`src/rtl/button_conditioner.sv`:
```
// Multi-channel button synchronizer, debouncer and press/release pulse generator.
// Define BUTTON_AUTO_REPEAT_EN to add per-channel auto-repeat of button_down.
module button_conditioner #(
  parameter int N_BUTTONS       = 5,
  parameter int DEBOUNCE_CYCLES = 16,
  parameter int REPEAT_DELAY    = 500,
  parameter int REPEAT_PERIOD   = 100
) (
  input  logic                 clock,
  input  logic                 reset_n,
  input  logic [N_BUTTONS-1:0] button,
  output logic [N_BUTTONS-1:0] button_state,
  output logic [N_BUTTONS-1:0] button_down,
  output logic [N_BUTTONS-1:0] button_up,
  output logic                 any_down
);

  localparam int DW =
    (DEBOUNCE_CYCLES > 1) ? $clog2(DEBOUNCE_CYCLES) : 1;
  localparam logic [DW-1:0] DB_MAX = DW'(DEBOUNCE_CYCLES - 1);

  logic [N_BUTTONS-1:0] sync_q1;
  logic [N_BUTTONS-1:0] sync_q2;
  logic [DW-1:0]        db_cnt [N_BUTTONS];
  logic [N_BUTTONS-1:0] toggle;
  logic [N_BUTTONS-1:0] rise;
  logic [N_BUTTONS-1:0] fall;
  logic [N_BUTTONS-1:0] down_next;

  always_ff @(posedge clock or negedge reset_n) begin
    if (!reset_n) begin
      sync_q1 <= '0;
      sync_q2 <= '0;
    end else begin
      sync_q1 <= button;
      sync_q2 <= sync_q1;
    end
  end

  always_comb begin
    toggle = '0;
    for (int i = 0; i < N_BUTTONS; i++) begin
      toggle[i] = (sync_q2[i] != button_state[i]) &&
                  (db_cnt[i] == DB_MAX);
    end
  end

  assign rise = toggle & ~button_state;
  assign fall = toggle & button_state;

  // Counter only runs while the synchronized level disagrees.
  always_ff @(posedge clock or negedge reset_n) begin
    if (!reset_n) begin
      for (int i = 0; i < N_BUTTONS; i++) begin
        db_cnt[i] <= '0;
      end
      button_state <= '0;
    end else begin
      for (int i = 0; i < N_BUTTONS; i++) begin
        if (sync_q2[i] == button_state[i] || toggle[i]) begin
          db_cnt[i] <= '0;
        end else begin
          db_cnt[i] <= db_cnt[i] + 1'b1;
        end
      end
      button_state <= button_state ^ toggle;
    end
  end

`ifdef BUTTON_AUTO_REPEAT_EN
  localparam int RMAX =
    (REPEAT_DELAY > REPEAT_PERIOD) ? REPEAT_DELAY : REPEAT_PERIOD;
  localparam int RW = $clog2(RMAX + 1);
  localparam logic [RW-1:0] RD_LOAD = RW'(REPEAT_DELAY - 1);
  localparam logic [RW-1:0] RP_LOAD = RW'(REPEAT_PERIOD - 1);

  localparam logic [1:0] S_IDLE   = 2'd0;
  localparam logic [1:0] S_DELAY  = 2'd1;
  localparam logic [1:0] S_REPEAT = 2'd2;

  logic [1:0]           rpt_state [N_BUTTONS];
  logic [RW-1:0]        rpt_cnt   [N_BUTTONS];
  logic [N_BUTTONS-1:0] rpt_fire;

  always_comb begin
    rpt_fire = '0;
    for (int i = 0; i < N_BUTTONS; i++) begin
      rpt_fire[i] = (rpt_state[i] != S_IDLE) &&
                    (rpt_cnt[i] == '0);
    end
  end

  // Release has priority over a repeat due on the same edge.
  always_ff @(posedge clock or negedge reset_n) begin
    if (!reset_n) begin
      for (int i = 0; i < N_BUTTONS; i++) begin
        rpt_state[i] <= S_IDLE;
        rpt_cnt[i]   <= '0;
      end
    end else begin
      for (int i = 0; i < N_BUTTONS; i++) begin
        unique case (1'b1)
          fall[i]: begin
            rpt_state[i] <= S_IDLE;
            rpt_cnt[i]   <= '0;
          end
          rise[i]: begin
            rpt_state[i] <= S_DELAY;
            rpt_cnt[i]   <= RD_LOAD;
          end
          rpt_fire[i]: begin
            rpt_state[i] <= S_REPEAT;
            rpt_cnt[i]   <= RP_LOAD;
          end
          default: begin
            if (rpt_state[i] != S_IDLE) begin
              rpt_cnt[i] <= rpt_cnt[i] - 1'b1;
            end
          end
        endcase
      end
    end
  end

  assign down_next = rise | (rpt_fire & ~fall);
`else
  logic [63:0] unused_cfg;
  assign unused_cfg = {32'(REPEAT_DELAY), 32'(REPEAT_PERIOD)};
  assign down_next  = rise;
`endif

  always_ff @(posedge clock or negedge reset_n) begin
    if (!reset_n) begin
      button_down <= '0;
      button_up   <= '0;
      any_down    <= 1'b0;
    end else begin
      button_down <= down_next;
      button_up   <= fall;
      any_down    <= |down_next;
    end
  end

endmodule

```
`config.mk`:
```
export PLATFORM = sky130hd
export DESIGN_NAME = button_conditioner
export DESIGN_NICKNAME = d
export VERILOG_FILES = /design/src/rtl/button_conditioner.sv
export SDC_FILE = /design/constraint.sdc
export NUM_CORES = 1
export LEC_CHECK = 0
export CELL_PAD_IN_SITES_DETAIL_PLACEMENT = 1
export CELL_PAD_IN_SITES_GLOBAL_PLACEMENT = 1
export CORE_UTILIZATION = 40
export DETAILED_ROUTE_END_ITERATION = 8
export GPL_TIMING_DRIVEN = 0
export PLACE_DENSITY = 0.78
export SETUP_SLACK_MARGIN = 0.05
export SYNTH_ARGS = -nofsm -noshare
export SYNTH_HDL_FRONTEND = slang
export SYNTH_SLANG_ARGS = --single-unit
export TNS_END_PERCENT = 30
```
`constraint.sdc`:
```
create_clock -name clock -period 1.8 [get_ports clock]
set_clock_uncertainty 0.05 [all_clocks]
set_input_delay 0.36 -clock clock [delete_from_list [all_inputs] [get_ports clock]]
set_output_delay 0.36 -clock clock [all_outputs]
set_load 0.1 [all_outputs]
```
==> qor.csv <==
metric,value,unit
status,"complete, no violations",
MaxCap Viol Count,0,
share of layout cells above drive strength 1,22.6,%
Clock Tree Buf Depth,2,
fin crit share,93.6,%
combinational share of power,5.7,%
Min-Delay Path Class,register to register,
Leakage,0.989,nW
vias,990,
register area,1150,sq um
Worst-path clk slew,0.07,ns
clock network fraction of design power,32.5,%
initial antenna violation count,0,
RSZ-0062 raised after global routing,no,
ANT nets after route,0,
Fin. Hold Viols,0,
most frequent cell after synthesis,dfrtp_1,
Post-synth ARST share,100,%
via density per instance,4.83,
Mapped Area,1690,sq um
# port buffers,22,
Critical Path AT,1.27,ns
Setup Crit Path Kind,register to output pin,
die area,4480,sq um
syn nets,135,
crit path cell chain,clkdlybuf4s15_2,
Initial Util,41.9,%
Clock Tree Root,clkbuf_8,
largest net degree at the start of global routing,38,
Critical Path Max Stage Delay,0.58,ns
TritonRoute pass-1 iters,2,
R2R setup slack,0.23,ns
chip width,66.9,um
worst vdd ir,0.000428,V
Post-Layout Cell Count,205,
first-pass GRT wire length,5040,um
Yosys Warn Count,0,
DR iter-0 viols,18,
residual DRC count,0,
WL/cell,13.3,um
Core Box Area,4030,sq um
worst hold start,sync_q1[3]$_DFF_PN0_,
Synth Flop Type,dfrtp_1,
Mapped Cells,123,
post-synth top area share,68.2,%
"EDFF count, synth",0,
Yosys reg bits,46,
hold endpoint,sync_q2[3]$_DFF_PN0_,
slew at the pin with the worst max-slew slack,0.549,ns
Synth area leader,dfrtp_1,
Max Freq,0.594,GHz
htree depth,2,
number of clock sinks,46,
WL final,2720,um
Sequential Power Share,61.8,%
Avg Inst Size Synth,13.7,sq um
minimum clock period,1.68,ns
CTS tree,built,
clock latency on the worst-skew pair,0.28,ns
CP startpoint kind,register,
P_sw,387,uW
Post-DP HPWL,2020,um
Sw Ratio,21.7,%
nets@finish,166,
"Slowest-stage cell, CP",clkdlybuf4s15_2,
Final Max Slew Viols,0,
CP Buf/Inv Count,1,
slew margin rel.,63.6,%
"Seq/Total Area, Yosys",68.2,%
area grow syn2layout,24.0,%
vias in the first global route,1134,
I/O pin cnt,23,
post-route total power,1.78,mW
pwr dens,852,nW/um^2
reg-to-reg startpoint,db_cnt[4]$_DFF_PN0_,
# setup viols final,0,
Post-synth top cells,"dfrtp_1, nor2_1, xor2_1",
cts bufs inserted,5,
"CP delay by family, top",buffers and inverters,
synth top area cells,"dfrtp_1, xor2_1, ha_1",
ant diodes,0,
Int Pwr,1.40,mW
fill count,410,
r2r worst-path depth,4,
Worst EP required,1.39,ns
RR Endpoint,any_down$_DFF_PN0_,
Hold Crit Depth,0,
Final GP Congestion,0.679,
Die Height,66.9,um
Critical Path End Type,output pin,
GRT Total Usage,15.7,%
"Max FO, Critical Path",5,
"Remaining Overflow, GRT",0,
Synth cell types,20,
multi-input logic area,524,sq um
post-placement cell count,196,
row cnt,23,
[cells in the final DEF (no fill, tap or decap), drive strengths merged]
master,instances
xor2,11
inv,3
clkbuf,8
clkdlybuf4s50,5
nor2,15
or4,1
and2,3
nand2,4
xnor2,4
nor3b,8
ha,5
mux2,4
o32ai,1
nor3,1
clkdlybuf4s15,15
and3,3
buf,3
dfrtp,46
nand2b,3
nand3,10
o21ai,1
dlygate4sd3,1
[worst register-to-register path, delay by kind of cell (launching register included)]
kind / cells / cell delay (ns)
DFF: 1 / 0.41
AOI/OAI and AO/OA: 1 / 0.14
and+or+nand+nor: 2 / 0.62
adders and majority gates: 1 / 0.23
[through the flow]
step                worst slack [ns]  hold slack, ns  area [sq um]  utilization (%)  TNS (ns)
floorplan                     0.0531          0.0144          1690                -         0
global placement              -0.969           0.283          1970             49.0    -38.81
detailed placement            -0.192           0.195          1990             49.3     -1.17
CTS                           0.0648           0.310          2100             52.1         0
global route                  0.0564           0.317          2090             51.9         0
finish                         0.115           0.308          2090             51.9         0
[power by group through the flow]
stage                     Combinational [mW]  Sequential (mW)  Clock [mW]
after CTS                              0.106             1.10       0.610
after detailed placement               0.104             1.12           0
after global placement                0.0897             1.12           0
final                                  0.102             1.10       0.579
after floorplan                       0.0506             1.12           0
after global routing                   0.120             1.11       0.652
[what timing repair did]
action	4_1_cts	5_1_grt
hold buffers	1	0
gates cloned	0	0
hold endpoints to repair	9	0
buffers inserted	0	0
resized for setup	48	2
setup endpoints to repair	16	1
[worst max-delay path by stage]
stage | from | end | slack [ns] | cells after the start
after floorplan | register | any_down$_DFF_PN0_ | 0.05 | 2
after global placement | reset_n | async pin | -0.97 | 1
after detailed placement | register | button_state[3] | -0.19 | 1
after CTS | register | button_state[3] | 0.06 | 1
after global routing | register | button_state[0] | 0.06 | 1
final | register | button_state[0] | 0.12 | 1
[cells by family after synthesis]
logic type / synth area share (%)
AO/OA/AOI/OAI: 0.816
XOR/XNOR: 7.79
adder cells (fa/ha/maj): 3.71
buffers and inverters: 0.668
flip-flops: 68.2
multiplexers: 2.67
AND/OR/NAND/NOR: 16.1
[final cells by class]
type	count	share of cell area, %
Sequential cell	46	55.2
Multi-Input combinational cell	74	25.1
Timing Repair Buffer	24	12.4
Clock buffer	8	3.83
Tap cell	50	2.99
Inverter	3	0.538
[per-layer routing]
metal	up-vias	global-route usage [%]	wire length, um	part of all wire [%]
met5	-	0	0	0
met4	0	8.78	46	1.7
met3	4	3.77	106	3.9
met2	20	26.9	1460	54
met1	500	17.8	1100	41
li1	466	-	-	-
Note: power is estimated with default switching activity, not from simulation.
